**src/rtl/i2c_pkg.sv**
```systemverilog
// i2c_pkg: shared state encoding and bus constants for the I2C target responder
package i2c_pkg;
  typedef enum logic [2:0] {
    IDLE,
    ADDR,
    ADDR_ACK,
    WR_DATA,
    WR_ACK,
    RD_DATA,
    RD_ACK,
    WAIT_STOP
  } state_t;
  localparam logic I2C_ACK = 1'b0;
  localparam logic I2C_NACK = 1'b1;
  localparam int BYTE_BITS = 8;
  localparam int CNT_W = $clog2(BYTE_BITS);
endpackage

```
**src/rtl/i2c_line_sync.sv**
```systemverilog
// i2c_line_sync: synchronizer plus rise/fall detect for one bus line.
// I2C_SLAVE_GLITCH_FILTER_EN adds a 3-sample majority filter after the synchronizer.
module i2c_line_sync #(
  parameter int SYNC_STAGES = 2
) (
  input  logic clk,
  input  logic reset_n,
  input  logic d_in,
  output logic level,
  output logic rise,
  output logic fall
);
  logic [SYNC_STAGES-1:0] sync_q, sync_d;
  logic prev_q, prev_d;
`ifdef I2C_SLAVE_GLITCH_FILTER_EN
  logic [1:0] hist_q, hist_d;
  logic filt_q, filt_d;
  logic s;
  always_comb begin
    s = sync_q[SYNC_STAGES-1];
    hist_d = {hist_q[0], s};
    filt_d = (s & hist_q[0]) | (s & hist_q[1]) | (hist_q[0] & hist_q[1]);
  end
  always_ff @(posedge clk or negedge reset_n) begin
    if (!reset_n) begin
      hist_q <= 2'b11;
      filt_q <= 1'b1;
    end else begin
      hist_q <= hist_d;
      filt_q <= filt_d;
    end
  end
  assign level = filt_q;
`else
  assign level = sync_q[SYNC_STAGES-1];
`endif
  always_comb begin
    sync_d = {sync_q[SYNC_STAGES-2:0], d_in};
    prev_d = level;
  end
  always_ff @(posedge clk or negedge reset_n) begin
    if (!reset_n) begin
      sync_q <= '1;
      prev_q <= 1'b1;
    end else begin
      sync_q <= sync_d;
      prev_q <= prev_d;
    end
  end
  assign rise = level & ~prev_q;
  assign fall = ~level & prev_q;
endmodule

```
**src/rtl/i2c_slave_responder.sv**
```systemverilog
// i2c_slave_responder: oversampled I2C target with address match, write receive and read transmit.
// Build option I2C_SLAVE_GLITCH_FILTER_EN enables majority filtering on scl/sda.
module i2c_slave_responder
  import i2c_pkg::*;
#(
  parameter logic [6:0] SLAVE_ADDR = 7'h42,
  parameter int SYNC_STAGES = 2
) (
  input  logic       clk,
  input  logic       reset_n,
  input  logic       scl,
  input  logic       sda_in,
  output logic       sda_oe,
  input  logic [7:0] tx_data,
  output logic       tx_req,
  output logic [7:0] rx_data,
  output logic       rx_valid,
  output logic       addr_hit,
  output logic       rw,
  output logic       busy
);
  logic scl_lvl, scl_rise, scl_fall, sda_lvl, sda_rise, sda_fall;
  logic start, stop;
  state_t state_q, state_d;
  logic [CNT_W-1:0] cnt_q, cnt_d;
  logic [7:0] shift_q, shift_d, rx_data_q, rx_data_d, rx_byte;
  logic rw_q, rw_d, sda_oe_q, sda_oe_d, busy_q, busy_d, ack_pend_q, ack_pend_d;
  logic rx_valid_q, rx_valid_d, addr_hit_q, addr_hit_d, tx_req_q, tx_req_d;

  i2c_line_sync #(.SYNC_STAGES(SYNC_STAGES)) u_scl (
    .clk(clk), .reset_n(reset_n), .d_in(scl), .level(scl_lvl), .rise(scl_rise), .fall(scl_fall)
  );
  i2c_line_sync #(.SYNC_STAGES(SYNC_STAGES)) u_sda (
    .clk(clk), .reset_n(reset_n), .d_in(sda_in), .level(sda_lvl), .rise(sda_rise), .fall(sda_fall)
  );

  // an scl rise coinciding with an sda change is a data bit, not a bus condition
  assign start = sda_fall & scl_lvl & ~scl_rise;
  assign stop  = sda_rise & scl_lvl & ~scl_rise;

  always_comb begin
    state_d = state_q;
    cnt_d = cnt_q;
    shift_d = shift_q;
    rw_d = rw_q;
    sda_oe_d = sda_oe_q;
    rx_data_d = rx_data_q;
    busy_d = busy_q;
    ack_pend_d = ack_pend_q;
    rx_valid_d = 1'b0;
    addr_hit_d = 1'b0;
    tx_req_d = 1'b0;
    rx_byte = {shift_q[6:0], sda_lvl};
    if (start || stop) begin
      state_d = start ? ADDR : IDLE;
      busy_d = start;
      cnt_d = '0;
      sda_oe_d = 1'b0;
      ack_pend_d = 1'b0;
    end else if (scl_rise) begin
      case (state_q)
        ADDR, WR_DATA: if (!ack_pend_q) begin
          shift_d = rx_byte;
          cnt_d = cnt_q + 1'b1;
          if (cnt_q == CNT_W'(BYTE_BITS - 1)) begin
            if (state_q == ADDR) begin
              rw_d = rx_byte[0];
              ack_pend_d = rx_byte[7:1] == SLAVE_ADDR;
              tx_req_d = (rx_byte[7:1] == SLAVE_ADDR) & rx_byte[0];
              state_d = (rx_byte[7:1] == SLAVE_ADDR) ? ADDR : WAIT_STOP;
            end else begin
              rx_data_d = rx_byte;
              rx_valid_d = 1'b1;
              ack_pend_d = 1'b1;
            end
          end
        end
        RD_DATA: cnt_d = cnt_q + 1'b1;
        RD_ACK: begin
          tx_req_d = sda_lvl == I2C_ACK;
          state_d = (sda_lvl == I2C_ACK) ? RD_ACK : WAIT_STOP;
        end
        default: ;
      endcase
    end else if (scl_fall) begin
      case (state_q)
        ADDR, WR_DATA: if (ack_pend_q) begin
          ack_pend_d = 1'b0;
          sda_oe_d = 1'b1;
          addr_hit_d = state_q == ADDR;
          state_d = (state_q == ADDR) ? ADDR_ACK : WR_ACK;
        end
        ADDR_ACK, RD_ACK: begin
          cnt_d = '0;
          if (state_q == RD_ACK || rw_q) begin
            sda_oe_d = ~tx_data[7];
            shift_d = {tx_data[6:0], 1'b0};
            state_d = RD_DATA;
          end else begin
            sda_oe_d = 1'b0;
            state_d = WR_DATA;
          end
        end
        WR_ACK: begin
          sda_oe_d = 1'b0;
          state_d = WR_DATA;
        end
        // cnt wraps to 0 after the 8th rise, so this fall ends the byte
        RD_DATA: if (cnt_q == '0) begin
          sda_oe_d = 1'b0;
          state_d = RD_ACK;
        end else begin
          sda_oe_d = ~shift_q[7];
          shift_d = {shift_q[6:0], 1'b0};
        end
        default: sda_oe_d = 1'b0;
      endcase
    end
  end

  always_ff @(posedge clk or negedge reset_n) begin
    if (!reset_n) begin
      state_q <= IDLE;
      cnt_q <= '0;
      shift_q <= '0;
      rw_q <= 1'b0;
      sda_oe_q <= 1'b0;
      rx_data_q <= '0;
      busy_q <= 1'b0;
      ack_pend_q <= 1'b0;
      rx_valid_q <= 1'b0;
      addr_hit_q <= 1'b0;
      tx_req_q <= 1'b0;
    end else begin
      state_q <= state_d;
      cnt_q <= cnt_d;
      shift_q <= shift_d;
      rw_q <= rw_d;
      sda_oe_q <= sda_oe_d;
      rx_data_q <= rx_data_d;
      busy_q <= busy_d;
      ack_pend_q <= ack_pend_d;
      rx_valid_q <= rx_valid_d;
      addr_hit_q <= addr_hit_d;
      tx_req_q <= tx_req_d;
    end
  end

  assign sda_oe = sda_oe_q;
  assign tx_req = tx_req_q;
  assign rx_data = rx_data_q;
  assign rx_valid = rx_valid_q;
  assign addr_hit = addr_hit_q;
  assign rw = rw_q;
  assign busy = busy_q;
endmodule

```
**config.mk**
```make
export PLATFORM = sky130hd
export DESIGN_NAME = i2c_slave_responder
export DESIGN_NICKNAME = d
export VERILOG_FILES = /design/src/rtl/i2c_pkg.sv /design/src/rtl/i2c_line_sync.sv /design/src/rtl/i2c_slave_responder.sv
export SDC_FILE = /design/constraint.sdc
export NUM_CORES = 1
export LEC_CHECK = 0
export ABC_AREA = 1
export CAP_MARGIN = 20
export CORE_UTILIZATION = 49
export CTS_CLUSTER_DIAMETER = 60
export DETAILED_ROUTE_END_ITERATION = 8
export PLACE_DENSITY = 0.76
export SLEW_MARGIN = 20
export SYNTH_ARGS = -nofsm -noshare
export SYNTH_HDL_FRONTEND = slang
export SYNTH_HIERARCHICAL = 1
export SYNTH_SLANG_ARGS = --single-unit
```
**constraint.sdc**
```tcl
create_clock -name clk -period 1.5 [get_ports clk]
set_input_delay 0.15 -clock clk [delete_from_list [all_inputs] [get_ports clk]]
set_output_delay 0.15 -clock clk [all_outputs]
set_load 0.05 [all_outputs]
```
==> metrics.yaml, run 1 <==
setup_path:
  path_common_cell: "nor2_4"
  slowest_delay_ns: 0.57
  worstPathRequired_ns: 1.68
  arrival_ns: 1.77
  startpoint_type: "flip-flop"
  cp_max_fo: 8
  critical_path_class: "flip-flop to flip-flop"
  cpLargestDelayFamily: "simple AND/OR/NAND/NOR gates"
  crit_path_top_delay_cell: "dfstp_2"
  crit_buf_inv: 2
  end_kind: "flip-flop"
  rrSetupSlack_ns: -0.09
  crit_chain: "inv_2 > nor2_4 > inv_4 > nand2_1 > nor2_4 > nor2_4 > nand2_4 > nand2_1 > o21ai_1"
synth:
  yosysTopAreaCell: "dfrtp_1"
  yosysUniqueCellTypes: 29
  synth_top_area_share: 0.391
  syn_avg_cell_area_um2: 7.80
  yosysWarnings: 6
  syn_area_mm2: 0.00186
  ys_seq_elements: 35
  syn_nets: 253
  synthTopCellsByArea: "dfrtp_1 39%, nand2_1 15%, dfstp_2 8.5%, inv_1 5.3%, nor2_1 5.1%"
  syn_inst: 238
  synth_seq_area_share: 0.476
clocking:
  cts_buffer_depth: 2
  cts_buffers: 5
  clock-sinks: 35
  cts-htree-levels: 2
  clk_latency_ns: 0.29
  path_clk_slew_ns: 0.07
  cts_tree: "done"
  cts-root-buf: "clkbuf_8"
placement:
  dpl_worst_slack_ns: -0.187
  dp_hpwl_um: 3200
  place_area_mm2: 0.00236
  port_buffers: 25
  place_congestion: 0.898
cells_and_area:
  fin_nets: 316
  final_core_util: 0.787
  drive_gt1_frac: 0.421
  synthToLayoutAreaGrowth_pct: 47.1
  antenna-diode-count: 0
  nFillCells: 246
  final_cell_area_mm2: 0.00273
timing:
  fin_crit_ns: 1.59
  fmax_ghz: 0.628
  tns_ns: -1.35
  skew_ns: 0.00622
  setup_ws_ns: -0.0932
  final_max_slew_viol_count: 0
  final-setup-viol-count: 23
  timing.final.crit_share: 1.06
  grt_setup_unrepaired: "yes"
  hold_viol_final: 0
  relSlewSlack: 0.785
  tightestPinTransition_ns: 0.322
global_route:
  grt_pass1_wl_um: 7760
  overflow: 0
  grt_max_degree: 36
  antenna_found_initial: 0
  grt_use_total: 0.254
  grt_pass1_vias: 1664
drt:
  first_pass_iters: 4
  vias: 1810
  wl_per_cell_um: 13.9
  ant_nets: 0
  wl_um: 4840
  route.detailed.drc: 0
  drt_iter0_markers: 154
  via_per_inst: 5.20
power_and_ir_drop:
  pwr-share-clk: 0.225
  p_comb_frac: 0.425
  p_leak_nw: 1.36
  p_sw_mw: 1.49
  switching_share: 0.399
  power_density_mw_per_mm2: 1360
  sequentialPowerShare: 0.351
  internal_power_mw: 2.24
  vdd_drop_max_mv: 0.834
floorplan:
  ios: 26
  dieArea_mm2: 0.00404
  fp.dieW_um: 63.5
  initial_core_util: 0.535
  rows: 21
  core_area_mm2: 0.00347
  die_h_um: 63.5
job:
  cap_violations: 0
worst_hold_path:
  hp-class: "input pin to async pin"
status:
  violations: "setup timing"
  status: "finished, violations left"
flip-flops by register name (all words and copies together), names as in the netlist:
| register | cells |
|---|---|
| rx_data | 8 |
| shift_q | 8 |
| cnt_q | 3 |
| state_q | 3 |
| u_scl/sync_q | 2 |
| u_sda/sync_q | 2 |
| ack_pend_q | 1 |
| addr_hit | 1 |
| busy | 1 |
| rw | 1 |
| rx_valid | 1 |
| sda_oe | 1 |
| tx_req | 1 |
| u_scl/prev_q | 1 |
| u_sda/prev_q | 1 |
timing repair:
action                                  CTS  global route
gates cloned                              2             0
pin swaps                                12            11
hold buffers                              0             0
gates resized for setup                  21            36
endpoints found under the setup margin   25            28
setup buffers                             3             1
path summary, 6_finish.rpt:
check	startpoint	end	cells past startpoint
setup / recovery	u_scl/sync_q[1]$_DFF_PN1_	shift_q[7]$_DFFE_PN0P_	9
hold / removal	reset_n	sda_oe$_DFFE_PN0P_	2
setup reg to reg	u_scl/sync_q[1]$_DFF_PN1_	shift_q[7]$_DFFE_PN0P_	9
hold reg to reg	u_scl/sync_q[0]$_DFF_PN1_	u_scl/sync_q[1]$_DFF_PN1_	0
max in group asynchronous	reset_n	u_sda/sync_q[1]$_DFF_PN1_	2
min in group clk	sda_in	u_sda/sync_q[0]$_DFF_PN1_	1
placed cells by master, fill, tap and decap left out, drive strengths merged:
| cell type | count |
|---|---|
| nor2 | 32 |
| nand4 | 3 |
| nand3 | 17 |
| clkinv | 2 |
| o21ai | 20 |
| o22ai | 1 |
| ha | 3 |
| nor4 | 1 |
| clkdlybuf4s50 | 11 |
| bufinv | 1 |
| a31oi | 1 |
| dfstp | 6 |
| inv | 31 |
| a21oi | 11 |
| buf | 48 |
| dfrtp | 29 |
| o211ai | 1 |
| a21boi | 1 |
| clkbuf | 5 |
| nand2 | 78 |
layout make-up:
cell class | count | area (µm²) | share of cell area
clock buffers | 5 | 68.8 | 0.0252
clock inverters | 3 | 43.8 | 0.0160
flip-flops and latches | 35 | 883 | 0.324
well taps | 46 | 57.6 | 0.0211
inverters | 31 | 124 | 0.0454
multi-input cells | 169 | 1040 | 0.381
repair buffers | 59 | 512 | 0.188
cell families after synthesis:
logic type	count (synthesis)	share of synthesized area
buf+inv	36	0.0877
fa+ha+maj	3	0.0202
flops	35	0.476
compound gates	35	0.107
simple gates	129	0.310
synthesized netlist by cell type, drive strengths merged:
master / count
a21oi: 11
dfstp: 6
nand3: 17
buf: 5
nor4: 1
o21ai: 20
inv: 31
nand2: 77
o211ai: 1
a31oi: 1
a21boi: 1
dfrtp: 29
ha: 3
nand4: 3
o22ai: 1
nor2: 31
power groups by stage:
stage / sequential, mW / combinational, mW / clock (mW)
floorplan: 1.33 / 0.859 / 0
global placement: 1.30 / 1.33 / 0
detailed placement: 1.31 / 1.36 / 0
CTS: 1.30 / 1.47 / 0.853
global route: 1.33 / 1.73 / 0.898
finish: 1.31 / 1.58 / 0.837
per-stage QoR:
step                power, mW  hold slack (ns)  cells
floorplan                2.18           -0.146    238
global placement         2.63            0.349    334
detailed placement       2.67            0.348    334
CTS                      3.62            0.228    347
global route             3.96            0.235    348
finish                   3.72            0.221    348
metal layers:
layer  up-vias  wire length, µm  part of all wire  track usage
met3         7              191             0.039       0.0743
met1       879             2120              0.44        0.338
li1        879                -                 -            -
met2        45             2470              0.51        0.395
met4         0               59             0.012       0.0767
met5         -                0                 0            0
worst register-to-register path: stages, from the launching register on:
cell     delay, ns
dfstp_2       0.57
inv_2         0.05
nor2_4        0.13
inv_4         0.08
nand2_1       0.11
nor2_4        0.07
nor2_4        0.17
nand2_4       0.13
nand2_1       0.11
o21ai_1       0.06
Power figures use the tool's default switching activity.
==> run 2: changes to the inputs <==
CORE_UTILIZATION = 35   (was 49)
PLACE_DENSITY = default   (was 0.76)
==> run 2 against run 1 <==
Compared with the run above:
- the run still ends with setup timing left
- power fell by 6.5%
- first-iteration DRC count fell by 56%
- final area down 1.7%
- via count decreased by 3.8%
==> metrics.yaml, run 2 (synthesized netlist as in run 1, its figures left out) <==
status:
  status: "finished, violations left"  # unchanged
  violations: "setup timing"  # unchanged
drt:
  ant_nets: 0  # unchanged
  vias: 1741  # was 1810
  route.detailed.drc: 0  # unchanged
  drt_iter0_markers: 68  # was 154
  first_pass_iters: 4  # unchanged
  wl_per_cell_um: 11.5  # was 13.9 µm
  via_per_inst: 4.66  # was 5.20
  wl_um: 4290  # was 4840 µm
timing:
  final-setup-viol-count: 12  # was 23
  tns_ns: -0.377  # was -1.35 ns
  tightestPinTransition_ns: 0.291  # was 0.322 ns
  hold_viol_final: 0  # unchanged
  fmax_ghz: 0.646  # was 0.628 GHz
  timing.final.crit_share: 1.03  # was 1.06
  relSlewSlack: 0.804  # was 0.785
  fin_crit_ns: 1.55  # was 1.59 ns
  skew_ns: 0.00421  # was 0.00622 ns
  setup_ws_ns: -0.0492  # was -0.0932 ns
  final_max_slew_viol_count: 0  # unchanged
  grt_setup_unrepaired: "yes"  # unchanged
floorplan:
  dieArea_mm2: 0.00560  # was 0.00404 mm²
  initial_core_util: 0.363  # was 0.535
  ios: 26  # unchanged
  fp.dieW_um: 74.8  # was 63.5 µm
  rows: 26  # was 21
  core_area_mm2: 0.00511  # was 0.00347 mm²
  die_h_um: 74.8  # was 63.5 µm
placement:
  port_buffers: 25  # unchanged
  place_area_mm2: 0.00239  # was 0.00236 mm²
  place_congestion: 0.897  # was 0.898
  dp_hpwl_um: 3120  # was 3200 µm
  placed_cells: 358  # was 334
clocking:
  cts_tree: "done"  # unchanged
  clk_latency_ns: 0.29  # about the same
  cts_hold_buf: 0  # unchanged
  path_clk_slew_ns: 0.07  # about the same
  cts_buffers: 5  # unchanged
  cts-root-buf: "clkbuf_8"  # unchanged
  clock-sinks: 35  # unchanged
  cts_buffer_depth: 2  # unchanged
  cts-htree-levels: 2  # unchanged
global_route:
  use_met1: 0.232  # was 0.338
  busiest_layer: "met2"  # unchanged
  grt_pass1_wl_um: 7160  # was 7760 µm
  grtUsageMet2: 0.274  # was 0.395
  grt_max_degree: 36  # unchanged
  overflow: 0  # unchanged
  grt_use_total: 0.174  # was 0.254
  grtUsageMet3: 0.0415  # was 0.0743
  grt_pass1_vias: 1573  # was 1664
  antenna_found_initial: 0  # unchanged
power_and_ir_drop:
  p_leak_nw: 1.36  # about the same
  power_density_mw_per_mm2: 1300  # was 1360 mW/mm²
  vdd_drop_max_mv: 0.624  # was 0.834 mV
cells_and_area:
  register_area_um2: 883  # unchanged
  nFillCells: 485  # was 246
  fin_cells: 374  # was 348
  final_common_cell: "nand2_1"  # unchanged
  antenna-diode-count: 0  # unchanged
  drive_gt1_frac: 0.382  # was 0.421
  final_cell_mix: "64 x nand2_1, 47 x buf_4, 29 x dfrtp_1, 22 x inv_1, 15 x nor2_1"  # was 61 x nand2_1, 44 x buf_4, 29 x dfrtp_1, 21 x inv_1
  final_core_util: 0.525  # was 0.787
  final_cell_area_mm2: 0.00268  # was 0.00273 mm²
  multi_input_area_um2: 990  # was 0.00104 mm²
  synthToLayoutAreaGrowth_pct: 44.6  # was 47.1%
  fin_nets: 318  # was 316
setup_path:
  worstPathRequired_ns: 1.67  # was 1.68 ns
  startpoint_type: "flip-flop"  # unchanged
  end_kind: "flip-flop"  # unchanged
  cp_max_fo: 8  # unchanged
  critical_path_class: "flip-flop to flip-flop"  # unchanged
  arrival_ns: 1.72  # was 1.77 ns
job:
  cap_violations: 0  # unchanged
worst_hold_path:
  hp-class: "input pin to async pin"  # unchanged
run 2: changes by cell type in the layout (fill, tap and decap cells not counted), moves of 2 or more:
cell,delta
nand2_2,-6
nor2_4,-2
nand2_1,+3
nor2_1,+2
nand2_4,+3
a21oi_1,+4
buf_4,+3
a21oi_2,-3
run 2: timing repair:
| item | CTS | global route |
|---|---|---|
| resized for setup | 15 | 30 |
| setup endpoints to repair | 26 | 29 |
| pin swaps | 15 | 11 |
| gates cloned | 1 | 1 |
| buffers inserted | 5 | 2 |
run 2: worst max-delay path, stage by stage (launching register included):
cell and delay (ns):
dfstp_2 0.55, inv_2 0.04, nor2_4 0.14, inv_4 0.08, buf_6 0.14, nor2_4 0.11
inv_4 0.07, nor2_4 0.20, a21oi_1 0.10
run 2: metal layers:
| layer | up-vias | share of wire |
|---|---|---|
| met2 | 40 | 0.47 |
| met4 | 0 | 0.023 |
| met1 | 802 | 0.47 |
| met3 | 10 | 0.039 |
| met5 | - | 0 |
| li1 | 889 | - |
run 2: final timing paths:
kind,from,endpoint,slack [ns],depth (start not counted)
max reg2reg,u_scl/sync_q[1]$_DFF_PN1_,rx_data[4]$_DFFE_PN0P_,-0.05,8
min,reset_n,rx_valid$_DFF_PN0_,0.22,2
max,u_scl/sync_q[1]$_DFF_PN1_,rx_data[4]$_DFFE_PN0P_,-0.05,8
max in group asynchronous,reset_n,u_scl/prev_q$_DFF_PN1_,1.03,2
min reg2reg,u_scl/sync_q[0]$_DFF_PN1_,u_scl/sync_q[1]$_DFF_PN1_,0.36,0
min in group clk,scl,u_scl/sync_q[0]$_DFF_PN1_,0.26,1
run 2: layout make-up:
type,instances,area share
Clock buffer,6,0.0270
Clock inverter,2,0.00466
Inverter,31,0.0462
Multi-Input combinational cell,169,0.369
Sequential cell,35,0.329
Tap cell,70,0.0326
Timing Repair Buffer,61,0.192
run 2: report_power, final:
group / internal [mW] / leakage, nW / switching [mW] / total, mW
Clock: 0.324 / 0.0412 / 0.343 / 0.667
Combinational: 0.611 / 0.874 / 0.924 / 1.53
Sequential: 1.13 / 0.446 / 0.153 / 1.28
run 2: stage by stage:
stage | total power [mW] | hold WS, ns | worst slack [ns]
after floorplan | 2.18 | -0.146 | -0.00503
after global placement | 2.67 | 0.349 | -0.105
after detailed placement | 2.69 | 0.351 | -0.117
after CTS | 3.43 | 0.223 | -0.0402
after global routing | 3.76 | 0.231 | -0.168
final | 3.48 | 0.219 | -0.0492
